===== config.mk =====
export PLATFORM = sky130hd
export DESIGN_NAME = regwb_queue
export DESIGN_NICKNAME = d
export VERILOG_FILES = /design/src/rtl/regwb_queue.sv
export SDC_FILE = /design/constraint.sdc
export NUM_CORES = 1
export LEC_CHECK = 0
export ABC_AREA = 1
export BUFFER_PORTS_ARGS = -buffer_cell sky130_fd_sc_hd__buf_2
export CAP_MARGIN = 0
export CELL_PAD_IN_SITES_DETAIL_PLACEMENT = 1
export CELL_PAD_IN_SITES_GLOBAL_PLACEMENT = 2
export CORE_UTILIZATION = 33
export CTS_CLUSTER_SIZE = 8
export DETAILED_ROUTE_END_ITERATION = 6
export GPL_ROUTABILITY_DRIVEN = 0
export PLACE_DENSITY_LB_ADDON = 0.1
export SLEW_MARGIN = 10
export SYNTH_ARGS = -nofsm -noshare
export SYNTH_HDL_FRONTEND = slang
export SYNTH_SLANG_ARGS = --single-unit

===== constraint.sdc =====
create_clock -name CLK -period 4.5 [get_ports CLK]
set_input_delay 0.45 -clock CLK [delete_from_list [all_inputs] [get_ports CLK]]
set_output_delay 0.45 -clock CLK [all_outputs]
set_load 0.02 [all_outputs]

===== src/rtl/regwb_queue.sv =====
// Register-file writeback queue: merges MEM and ALU writeback requests into an
// in-order FIFO drained one write per cycle. Optional bypass search: REGWB_BYPASS_EN.
module regwb_queue #(
    parameter int DEPTH  = 4,
    parameter int WORD_W = 32,
    parameter int REG_W  = 5
) (
    input  logic                       CLK,
    input  logic                       nRST,
    input  logic                       mem_valid,
    input  logic [REG_W-1:0]           mem_wsel,
    input  logic [WORD_W-1:0]          mem_wdat,
    output logic                       mem_ready,
    input  logic                       alu_valid,
    input  logic [REG_W-1:0]           alu_wsel,
    input  logic [WORD_W-1:0]          alu_wdat,
    output logic                       alu_ready,
    input  logic                       rf_hold,
    output logic                       rf_WEN,
    output logic [REG_W-1:0]           rf_wsel,
    output logic [WORD_W-1:0]          rf_wdat,
    input  logic [REG_W-1:0]           look_sel1,
    input  logic [REG_W-1:0]           look_sel2,
    output logic                       look_hit1,
    output logic                       look_hit2,
    output logic [WORD_W-1:0]          look_dat1,
    output logic [WORD_W-1:0]          look_dat2,
    output logic [$clog2(DEPTH):0]     count,
    output logic                       empty,
    output logic                       full
);

    localparam int PTR_W = $clog2(DEPTH);
    localparam int CNT_W = PTR_W + 1;

    logic [REG_W-1:0]  wsel_r [DEPTH];
    logic [WORD_W-1:0] dat_r  [DEPTH];
    logic [PTR_W-1:0]  head_r;
    logic [PTR_W-1:0]  tail_r;
    logic [CNT_W-1:0]  count_r;

    logic [CNT_W-1:0]  free_s;
    logic              mem_enq_s;
    logic              alu_enq_s;
    logic              drain_s;
    logic [PTR_W-1:0]  alu_idx_s;

    // Space is judged on registered occupancy only, so a same-cycle drain never frees a slot.
    assign free_s    = CNT_W'(DEPTH) - count_r;
    assign mem_ready = (free_s >= CNT_W'(1));
    assign alu_ready = (free_s >= (mem_valid ? CNT_W'(2) : CNT_W'(1)));

    // Register 0 writes are acknowledged but dropped.
    assign mem_enq_s = mem_valid & mem_ready & (mem_wsel != '0);
    assign alu_enq_s = alu_valid & alu_ready & (alu_wsel != '0);
    assign alu_idx_s = tail_r + PTR_W'(mem_enq_s);

    assign drain_s = (count_r != '0) & ~rf_hold;
    assign rf_WEN  = drain_s;
    assign rf_wsel = wsel_r[head_r];
    assign rf_wdat = dat_r[head_r];

    assign count = count_r;
    assign empty = (count_r == '0);
    assign full  = (count_r == CNT_W'(DEPTH));

    // FIFO storage, pointers and occupancy; MEM is older so it takes the tail slot first.
    always_ff @(posedge CLK or negedge nRST) begin
        if (!nRST) begin
            for (int i = 0; i < DEPTH; i++) begin
                wsel_r[i] <= '0;
                dat_r[i]  <= '0;
            end
            head_r  <= '0;
            tail_r  <= '0;
            count_r <= '0;
        end else begin
            if (mem_enq_s) begin
                wsel_r[tail_r] <= mem_wsel;
                dat_r[tail_r]  <= mem_wdat;
            end
            if (alu_enq_s) begin
                wsel_r[alu_idx_s] <= alu_wsel;
                dat_r[alu_idx_s]  <= alu_wdat;
            end
            head_r  <= head_r + PTR_W'(drain_s);
            tail_r  <= tail_r + PTR_W'(mem_enq_s) + PTR_W'(alu_enq_s);
            count_r <= count_r + CNT_W'(mem_enq_s) + CNT_W'(alu_enq_s) - CNT_W'(drain_s);
        end
    end

`ifdef REGWB_BYPASS_EN
    logic              hit1_s;
    logic              hit2_s;
    logic [WORD_W-1:0] dat1_s;
    logic [WORD_W-1:0] dat2_s;
    logic              m1_s;
    logic              m2_s;

    // Walk occupied entries oldest to newest so the newest match overrides earlier ones.
    always_comb begin
        hit1_s = 1'b0;
        hit2_s = 1'b0;
        dat1_s = '0;
        dat2_s = '0;
        m1_s   = 1'b0;
        m2_s   = 1'b0;
        for (int i = 0; i < DEPTH; i++) begin
            m1_s   = (CNT_W'(i) < count_r) && (look_sel1 != '0) &&
                     (wsel_r[head_r + PTR_W'(i)] == look_sel1);
            m2_s   = (CNT_W'(i) < count_r) && (look_sel2 != '0) &&
                     (wsel_r[head_r + PTR_W'(i)] == look_sel2);
            hit1_s = hit1_s | m1_s;
            hit2_s = hit2_s | m2_s;
            dat1_s = m1_s ? dat_r[head_r + PTR_W'(i)] : dat1_s;
            dat2_s = m2_s ? dat_r[head_r + PTR_W'(i)] : dat2_s;
        end
    end

    assign look_hit1 = hit1_s;
    assign look_hit2 = hit2_s;
    assign look_dat1 = dat1_s;
    assign look_dat2 = dat2_s;
`else
    assign look_hit1 = 1'b0;
    assign look_hit2 = 1'b0;
    assign look_dat1 = '0;
    assign look_dat2 = '0;
`endif

endmodule


==> metrics.txt <==
Clock Latency Late Sink around 0.45 ns; Crit. End Element flip-flop; syn avg cell area 6.18 um^2; sequential area share after synthesis 0.322; post-layout util 0.369; Core Area between 30000 and 40000 um^2; delay-heaviest family, CP simple AND/OR/NAND/NOR gates; Slowest-stage cell, CP buf_4; post-layout min period 3.46 ns; Yosys warnings 0; first-pass GRT wire length ~79000 um; Setup Viol. Count Final 0; fmax 289 MHz; WL final 50800 um; via count about 13k; post-cts hold buffer count 0; Setup Fix Bufs, Post-CTS 0; Rel. slew slack 0.285; Setup crit start kind flip-flop; H-tree levels 4; vias in the first global route between 10k and 15k; clock skew 0.00551 ns; Power Density 941 nW/um^2; largest net degree at the start of global routing 149; ANT cells 0; setup ws final between 1 and 1.5 ns; Initial DRC Count 694; Final Net Count 2082; Cells after Synth around 2.0k; grt total ovfl 0; setup_tns 0 ns; starting density of the core 0.337; Unique masters post-synth 30; post-place setup slack roughly 0.99 ns; final hold slack -0.00919 ns; clock buffer count from CTS 17; status finished with violations; Worst Path Arrival 3.84 ns; Max VDD drop 484 uV; row cnt 69; worst setup path class reg -> reg; initial antenna violation count 1; Detail Route Antenna Nets 0; cts repair resizes 0; CTS max path bufs 2; Die ar. about 37000 um^2; worst-path cell chain inv_1, ha_1, ha_1, inv_1, nor2_1, nand2_1, nand3_4, inv_1, ha_1, inv_1, nand2_2, nor2_4, buf_4, nor2_1, nor2_1; Min-Delay Path Class in -> async; CTS root buffer clkbuf_16; Final Max Slew Viols 0; 1st-pass router iterations 7; Total Routing Usage GR 0.280; Reg2Reg Setup Slack about 1.0 ns; critical path's largest stage delay ~0.48 ns; CP Buf/Inv Count 5; top post-synthesis cells by area dfrtp_1, nand2_1, nor2_1; TritonCTS clock tree done; FF+latch count, synth 155; worst-margin pin slew 1.07 ns; routed len/inst 20.7 um; Clock transition at path regs 0.07 ns; DRC errors left 2; Design Power 12.4 mW; crit path max fanout 24; period utilization 0.770; Area Growth Syn to Fin 9.22%; Final Hold Vio Count 5; Die Span Y about 190 um; Die X 193 um; CTS Sinks about 160; RSZ-0062 raised after global routing no; most used cell, CP inv_1; CP required 4.88 ns; DP HPWL 28400 um; max cap viols 0; Synth area leader dfrtp_1; Cell Area, Synth 12100 um^2; share of cells above drive strength 1 0.109; failing checks design-rule violations, negative hold slack; share of the synthesized area in the top cell type 0.322; PortBufs 123; I/O Pins 200; Pleak 6.96 nW; vias per inst 5.27
registers in the layout, summed over array words and instances (netlist names):
| signal | count |
|---|---|
| head_r | 2 |
| tail_r | 2 |
| count | 3 |
| wsel_r | 20 |
| dat_r | 128 |
placed cells by master (no fill, tap or decap):
cell / count
or2_4: 1
dfrtp_2: 3
nor2_8: 2
bufinv_16: 6
nand3_4: 3
o22ai_1: 37
inv_2: 3
a21oi_4: 1
inv_1: 14
nor2_1: 378
clkbuf_1: 2
xnor2_1: 2
clkbuf_8: 1
nand2_1: 707
o21ai_1: 1
buf_12: 4
ha_1: 10
nand3_1: 184
nand2_2: 6
o21ai_0: 74
fa_1: 2
clkinv_4: 1
clkinvlp_4: 2
nor2_4: 5
buf_6: 1
buf_2: 122
conb_1: 66
clkbuf_16: 17
buf_4: 30
dfrtp_1: 152
clkinv_2: 3
nor3_2: 2
nand3b_2: 1
xor2_1: 2
nand2_4: 3
nor3_1: 146
logic make-up (layout without fill, tap and decap cells):
group                      Yosys count  in the layout  synth area share
xor gates and xnor gates             4              4           0.00291
adders and majority gates           12             12            0.0137
buffers and inverters              229            206             0.117
DFF                                155            155             0.322
other                                1             66          0.000311
AOI/OAI and AO/OA                  113            113            0.0507
and+or+nand+nor                   1438           1438             0.494
final timing paths:
path                              startpoint         end  depth (start not counted)
worst max-delay path                count[0]   dat_r[55]                         15
worst min-delay path                    nRST    dat_r[5]                          1
worst max register to register      count[0]   dat_r[55]                         15
worst min register to register    wsel_r[11]  wsel_r[11]                          4
max in group asynchronous               nRST   dat_r[80]                          2
min in group CLK                alu_wdat[20]  dat_r[116]                          3
Yosys cell counts (all sizes together):
cell type and number:
conb 1, fa 2, nand3 187, a21oi 1, dfrtp 155, inv 17, xor2 2, or2 1
xnor2 2, nand2 716, clkbuf 34, ha 10, o21ai 75, nand3b 1, o22ai 37, nor2 385
buf 178, nor3 148
area by class of cell:
type                    count  area [um^2]
repair buffers            157          927
clock inverters            12          219
fillers                  4776        22600
flip-flops and latches    155         3880
clock buffers              20          447
well taps                 461          577
inverters                  17         63.8
multi-input cells        1633         7060
where the power goes:
group | switching, mW | total, mW | internal, mW
registers | 0.703 | 2.86 | 2.16
logic | 5.50 | 7.83 | 2.32
clock network | 0.654 | 1.71 | 1.05
per-layer routing:
layer,routed length [um],global-route usage,vias up
met4,838,0.0736,2
met5,8,0,-
met3,1680,0.0306,62
li1,-,-,6166
met2,24100,0.474,292
met1,24200,0.378,6408
per-stage QoR:
stage          instance area, um^2  cells
3_3_place_gp                 12500   2423
4_1_cts                      13200   2455
5_1_grt                      13200   2455
3_5_place_dp                 12500   2423
2_1_floorplan                12300   2017
6_report                     13200   2455
(Power assumes the default switching activity.)
